===== src/rtl/pong_game_ctrl.sv =====
// pong_game_ctrl: pong game sequencer.
// Owns ball position/velocity, wall and paddle collisions, scoring and the
// IDLE/SERVE/PLAY/DONE state machine. All outputs are registered.
// Optional build macro PONG_SPEEDUP_EN: each paddle hit raises the ball step
// by one, capped at MAX_STEP. Without it the step is the constant BALL_STEP.
module pong_game_ctrl #(
  parameter int unsigned SCREEN_W     = 640,
  parameter int unsigned SCREEN_H     = 480,
  parameter int unsigned BALL_SIZE    = 10,
  parameter int unsigned PADDLE_W     = 10,
  parameter int unsigned PADDLE_H     = 50,
  parameter int unsigned P1_X         = 20,
  parameter int unsigned P2_X         = 620,
  parameter int unsigned BALL_START_X = 315,
  parameter int unsigned BALL_START_Y = 235,
  parameter int unsigned BALL_STEP    = 2,
  parameter int unsigned MAX_STEP     = 6,
  parameter int unsigned WIN_SCORE    = 9,
  parameter int unsigned SERVE_TICKS  = 60
) (
  input  logic        clk,
  input  logic        reset,
  input  logic        tick,
  input  logic        start,
  input  logic [9:0]  paddle1_y,
  input  logic [9:0]  paddle2_y,
  output logic [10:0] ball_x,
  output logic [9:0]  ball_y,
  output logic [3:0]  p1_score,
  output logic [3:0]  p2_score,
  output logic [1:0]  state,
  output logic        point_p1,
  output logic        point_p2
);

  typedef enum logic [1:0] {
    IDLE  = 2'b00,
    SERVE = 2'b01,
    PLAY  = 2'b10,
    DONE  = 2'b11
  } game_t;

  localparam int unsigned CNT_W = $clog2(SERVE_TICKS + 1);

  localparam logic [CNT_W-1:0] CNT_LAST = CNT_W'(SERVE_TICKS - 1);
  localparam logic [10:0] X_START = 11'(BALL_START_X);
  localparam logic [9:0]  Y_START = 10'(BALL_START_Y);
  localparam logic [9:0]  Y_FLOOR = 10'(SCREEN_H - BALL_SIZE);
  localparam logic [10:0] X_P1HIT = 11'(P1_X + PADDLE_W);
  localparam logic [10:0] X_P2HIT = 11'(P2_X - BALL_SIZE);
  localparam logic [11:0] C_BSZ   = 12'(BALL_SIZE);
  localparam logic [11:0] C_PH    = 12'(PADDLE_H);
  localparam logic [11:0] C_SW    = 12'(SCREEN_W);
  localparam logic [11:0] C_SH    = 12'(SCREEN_H);
  localparam logic [11:0] C_P1E   = 12'(P1_X + PADDLE_W);
  localparam logic [11:0] C_P2X   = 12'(P2_X);
  localparam logic [3:0]  C_WIN   = 4'(WIN_SCORE);

  game_t             game_q, game_d;
  logic [10:0]       x_q, x_d;
  logic [9:0]        y_q, y_d;
  logic              dir_x_q, dir_x_d;
  logic              dir_y_q, dir_y_d;
  logic [3:0]        s1_q, s1_d;
  logic [3:0]        s2_q, s2_d;
  logic [CNT_W-1:0]  cnt_q, cnt_d;
  logic              pp1_q, pp1_d;
  logic              pp2_q, pp2_d;
  logic [11:0]       step;

`ifdef PONG_SPEEDUP_EN
  localparam logic [3:0] C_STEP0 = 4'(BALL_STEP);
  localparam logic [3:0] C_SMAX  = 4'(MAX_STEP);
  logic [3:0]        step_q, step_d;
  logic [3:0]        step_bump;
  assign step      = {8'b0, step_q};
  assign step_bump = (step_q >= C_SMAX) ? C_SMAX : step_q + 4'd1;
`else
  assign step = 12'(BALL_STEP);
`endif

  // 12-bit views so all collision arithmetic is unsigned and overflow-free
  logic [11:0] bx, by, pa, pb;
  logic        ov1, ov2, hit_l, hit_r, miss_l, miss_r, top, bot;

  assign bx = {1'b0, x_q};
  assign by = {2'b00, y_q};
  assign pa = {2'b00, paddle1_y};
  assign pb = {2'b00, paddle2_y};

  assign ov1    = (by + C_BSZ > pa) && (by < pa + C_PH);
  assign ov2    = (by + C_BSZ > pb) && (by < pb + C_PH);
  assign hit_l  = !dir_x_q && (bx >= C_P1E) && (bx - step <= C_P1E) && ov1;
  assign hit_r  = dir_x_q && (bx + C_BSZ <= C_P2X) && (bx + C_BSZ + step >= C_P2X) && ov2;
  assign miss_l = !dir_x_q && (bx < step);
  assign miss_r = dir_x_q && (bx + C_BSZ + step > C_SW);
  assign top    = !dir_y_q && (by <= step);
  assign bot    = dir_y_q && (by + C_BSZ + step >= C_SH);

  // Next-state and next-datapath values for one clk
  always_comb begin
    game_d  = game_q;
    x_d     = x_q;
    y_d     = y_q;
    dir_x_d = dir_x_q;
    dir_y_d = dir_y_q;
    s1_d    = s1_q;
    s2_d    = s2_q;
    cnt_d   = cnt_q;
    pp1_d   = 1'b0;
    pp2_d   = 1'b0;
`ifdef PONG_SPEEDUP_EN
    step_d  = step_q;
`endif
    case (game_q)
      IDLE, DONE: begin
        if (start) begin
          s1_d    = '0;
          s2_d    = '0;
          dir_x_d = 1'b1;
          x_d     = X_START;
          y_d     = Y_START;
          cnt_d   = '0;
          game_d  = SERVE;
        end
      end
      SERVE: begin
        if (tick) begin
          if (cnt_q == CNT_LAST) begin
            cnt_d  = '0;
            game_d = PLAY;
          end else begin
            cnt_d = cnt_q + CNT_W'(1);
          end
        end
      end
      PLAY: begin
        if (tick) begin
          if (top) begin
            y_d     = '0;
            dir_y_d = 1'b1;
          end else if (bot) begin
            y_d     = Y_FLOOR;
            dir_y_d = 1'b0;
          end else if (dir_y_q) begin
            y_d = 10'(by + step);
          end else begin
            y_d = 10'(by - step);
          end

          // Hits are tested before misses so a paddle save always wins
          if (hit_l) begin
            x_d     = X_P1HIT;
            dir_x_d = 1'b1;
`ifdef PONG_SPEEDUP_EN
            step_d  = step_bump;
`endif
          end else if (hit_r) begin
            x_d     = X_P2HIT;
            dir_x_d = 1'b0;
`ifdef PONG_SPEEDUP_EN
            step_d  = step_bump;
`endif
          end else if (miss_l) begin
            s2_d    = s2_q + 4'd1;
            pp2_d   = 1'b1;
            dir_x_d = 1'b0;
            x_d     = X_START;
            y_d     = Y_START;
`ifdef PONG_SPEEDUP_EN
            step_d  = C_STEP0;
`endif
            game_d  = (s2_q + 4'd1 == C_WIN) ? DONE : SERVE;
          end else if (miss_r) begin
            s1_d    = s1_q + 4'd1;
            pp1_d   = 1'b1;
            dir_x_d = 1'b1;
            x_d     = X_START;
            y_d     = Y_START;
`ifdef PONG_SPEEDUP_EN
            step_d  = C_STEP0;
`endif
            game_d  = (s1_q + 4'd1 == C_WIN) ? DONE : SERVE;
          end else if (dir_x_q) begin
            x_d = 11'(bx + step);
          end else begin
            x_d = 11'(bx - step);
          end
        end
      end
      default: game_d = IDLE;
    endcase
  end

  // State and datapath registers with asynchronous active-low reset
  always_ff @(posedge clk or negedge reset) begin
    if (!reset) begin
      game_q  <= IDLE;
      x_q     <= X_START;
      y_q     <= Y_START;
      dir_x_q <= 1'b1;
      dir_y_q <= 1'b1;
      s1_q    <= '0;
      s2_q    <= '0;
      cnt_q   <= '0;
      pp1_q   <= 1'b0;
      pp2_q   <= 1'b0;
`ifdef PONG_SPEEDUP_EN
      step_q  <= C_STEP0;
`endif
    end else begin
      game_q  <= game_d;
      x_q     <= x_d;
      y_q     <= y_d;
      dir_x_q <= dir_x_d;
      dir_y_q <= dir_y_d;
      s1_q    <= s1_d;
      s2_q    <= s2_d;
      cnt_q   <= cnt_d;
      pp1_q   <= pp1_d;
      pp2_q   <= pp2_d;
`ifdef PONG_SPEEDUP_EN
      step_q  <= step_d;
`endif
    end
  end

  assign ball_x   = x_q;
  assign ball_y   = y_q;
  assign p1_score = s1_q;
  assign p2_score = s2_q;
  assign state    = game_q;
  assign point_p1 = pp1_q;
  assign point_p2 = pp2_q;

endmodule

===== config.mk =====
export PLATFORM = sky130hd
export DESIGN_NAME = pong_game_ctrl
export DESIGN_NICKNAME = d
export VERILOG_FILES = /design/src/rtl/pong_game_ctrl.sv
export SDC_FILE = /design/constraint.sdc
export NUM_CORES = 1
export LEC_CHECK = 0
export BUFFER_PORTS_ARGS = -buffer_cell sky130_fd_sc_hd__clkbuf_2
export CORE_ASPECT_RATIO = 1.4
export CORE_MARGIN = 3
export CORE_UTILIZATION = 35
export CTS_CLUSTER_SIZE = 24
export DETAILED_ROUTE_END_ITERATION = 8
export SYNTH_ARGS = -nofsm -noshare
export SYNTH_HDL_FRONTEND = slang
export SYNTH_SLANG_ARGS = --single-unit

===== constraint.sdc =====
create_clock -name clk -period 4.3 [get_ports clk]
set_input_delay 1.075 -clock clk [delete_from_list [all_inputs] [get_ports clk]]
set_output_delay 1.075 -clock clk [all_outputs]
set_load 0.01 [all_outputs]

==> results.cfg <==
[drt]
routedWlPerCell_um = 17.15
met1_length_um = 6149
firstDrtPassIters = 5
drtAntennaViolNets = 0
drc = 0
drt-vias-per-instance = 5.794
highest_layer = met4
drtIter0Drc = 334
routed_wl_um = 14990
vias = 5064
met3_wirelength_um = 485
wl_met2_um = 7919

[sta]
post-route-min-period_ns = 3.939
finalHoldViolCount = 0
relSlewSlack = 0.4635
setup_viol = 0
skew_ns = 0.003901
final.setup.tns_ns = 0
fin_crit_sh = 0.9159
worst_slack_ns = 0.3614
finalMaxSlewViolations = 0
clock.fmax_mhz = 253.9
worstMarginPinSlew_ns = 0.8027
rsz0062_at_grt = no

[layout]
diodes = 0
final_cells = 874
drive_gt1_frac = 0.1626
layout.nets = 767
fin_util = 0.4046
area_growth_pct = 12.67

[yosys]
syn_inst = 641
postSynthAreaPerCell_um2 = 7.829
synth_area_leaders = ha_1 (14%), dfrtp_1 (13%), dfstp_2 (7.3%), xnor2_1 (4.9%), a21oi_1 (3.7%)
synth_seq_cells = 41
yosysMostFrequentCell = ha_1
async_flop_share = 1.000
synth_edf_count = 0
syn-cell-area_um2 = 5019
synth_top_cells_by_count = ha_1 (55), inv_1 (47), nand2_1 (47), nor2_1 (47)
yosysWarnings = 0
synth_cell_type_count = 81
synth.top_cell.area_share = 0.1371
synth_area_leader_cell = ha_1
synth-main-ff-cell = dfrtp_1
yosysSeqAreaShare = 0.2079
synth_nets = 720

[grt]
grt_pass1_vias = 5085
overflow = 0
grt_max_degree = 42
grt_antenna_before_repair = 0
grtUsageTotal = 0.1886
grt_pass1_wl_um = 24790

[pwr]
power_leakage_uw = 0.002512
peakVddDrop_uv = 182.1
power.density_nw_per_um2 = 395.4

[floorplan]
pin_count = 57
coreArea_um2 = 13970
die_y_um = 147.7
initial_utilization = 0.3591
rows = 51
die_area_um2 = 15830
die_x_um = 107.2

[worst_setup_path]
cp.required_ns = 4.49
worstPathCellList = ha_1 -> nor2_1 -> and3_1 -> o211a_1 -> mux2_2 -> a22oi_1 -> o311a_1 -> o221ai_4 -> a31oi_4 -> or2_1 -> o31ai_2
worstPathMaxFanout = 18
start_kind = flop
slowest_delay_ns = 0.71
slowest_stage = dfstp_2
crit_type = flop to flop
crit_arrival_ns = 4.12
end_kind = flop

[clock_network]
cts-root-buf = clkbuf_16
clkSinkCount = 41
clk-insertion-delay-late_ns = 0.28
cts_buffer_depth = 2
clkTransAtPathRegs_ns = 0.06
cts_hold_buf = 0
cts_tree = built
cts_made_buffers = 5
post_cts_buffers = 0
cts_resized = 0
htree_levels = 2

[hold_path]
min_path_type = flop to flop

[place]
dp_hpwl_um = 11580
portBuffers = 56
placedCellCount = 866
preCtsSetupSlack_ns = 0.3136
routabilityCongestion = 0.8768

[run]
drv_cap = 0

[status]
status = finished, final reports clean
## cell families (layout without fill, tap and decap cells)
group / count (synthesis) / after routing / synth area share
AO/OA/AOI/OAI: 195 / 195 / 0.2775
XOR/XNOR: 36 / 36 / 0.06283
adder cells (fa/ha/maj): 55 / 55 / 0.1371
buffers and inverters: 79 / 127 / 0.06632
flip-flops: 41 / 41 / 0.2079
multiplexers: 6 / 6 / 0.01222
AND/OR/NAND/NOR: 229 / 229 / 0.2361
## layout make-up
type,count,area (um2)
Clock buffer,6,128.9
Clock inverter,2,35.03
Fill cell,1451,8320
Inverter,48,180.2
Multi-Input combinational cell,521,3642
Sequential cell,41,1044
Tap cell,185,231.5
Timing Repair Buffer,71,392.9
## routing by layer
| metal | vias to the layer above | global-route usage |
|---|---|---|
| met3 | 38 | 0.01660 |
| met1 | 2424 | 0.2239 |
| li1 | 2465 | - |
| met4 | 0 | 0.06718 |
| met5 | - | 0 |
| met2 | 137 | 0.3490 |
## power breakdown
group / leakage (uW) / switching [uW] / internal, uW
Clock: 0.0000808 / 150 / 273
Combinational: 0.00191 / 764 / 469
Sequential: 0.000519 / 123 / 457
Total: 0.00251 / 1040 / 1200
## final timing paths
| kind | startpoint | slack [ns] | end | depth (start not counted) |
|---|---|---|---|---|
| max | ball_x[1] | 0.36 | state[1] | 11 |
| min in group asynchronous | reset | 0.85 | p2_score[2] | 2 |
| max in group asynchronous | reset | 3.07 | ball_x[5] | 2 |
| min | cnt_q[0] | 0.53 | cnt_q[0] | 1 |
| min reg2reg | cnt_q[0] | 0.53 | cnt_q[0] | 1 |
| max reg2reg | ball_x[1] | 0.36 | state[1] | 11 |
## cells in the final DEF, fill, tap and decap left out, drive strengths merged, types with 5 or more instances in the layout
cell type,count
clkbuf,62
ha,55
inv,48
nor2,48
nand2,47
o21ai,42
a21oi,39
xnor2,28
dfrtp,27
nor3,22
nand3,20
nand4,19
a21o,15
buf,15
dfstp,14
or3,13
nand2b,12
o211ai,12
a31oi,12
xor2,8
and3,8
nor4,8
nor2b,7
o21a,7
and2,6
mux2i,5
a22oi,5
a32oi,5
a22o,5
a211oi,5
o31ai,5
o221ai,5
## critical path, delay by kind of cell (launching register included)
kind,cells,cell delay [ns]
AO/OA/AOI/OAI,6,1.53
adder cells (fa/ha/maj),1,0.57
flip-flops,1,0.71
multiplexers,1,0.23
AND/OR/NAND/NOR,3,0.80
## registers in the layout, indices dropped and copies added (netlist names)
| name | count |
|---|---|
| p1_score | 4 |
| ball_x | 11 |
| state | 2 |
| dir_y_q | 1 |
| ball_y | 10 |
| point_p2 | 1 |
| p2_score | 4 |
| cnt_q | 6 |
| dir_x_q | 1 |
| point_p1 | 1 |
## metrics by stage
| step | total power, uW | cell area [um2] | hold WS [ns] |
|---|---|---|---|
| 6_report | 2236 | 5654 | 0.5257 |
| 5_1_grt | 2411 | 5654 | 0.5755 |
| 4_1_cts | 2233 | 5654 | 0.5251 |
| 3_5_place_dp | 1797 | 5490 | 0.5166 |
| 3_3_place_gp | 1781 | 5490 | 0.5111 |
| 2_1_floorplan | 1443 | 5019 | 0.4794 |
No activity file was read; power rests on OpenSTA's default activity.
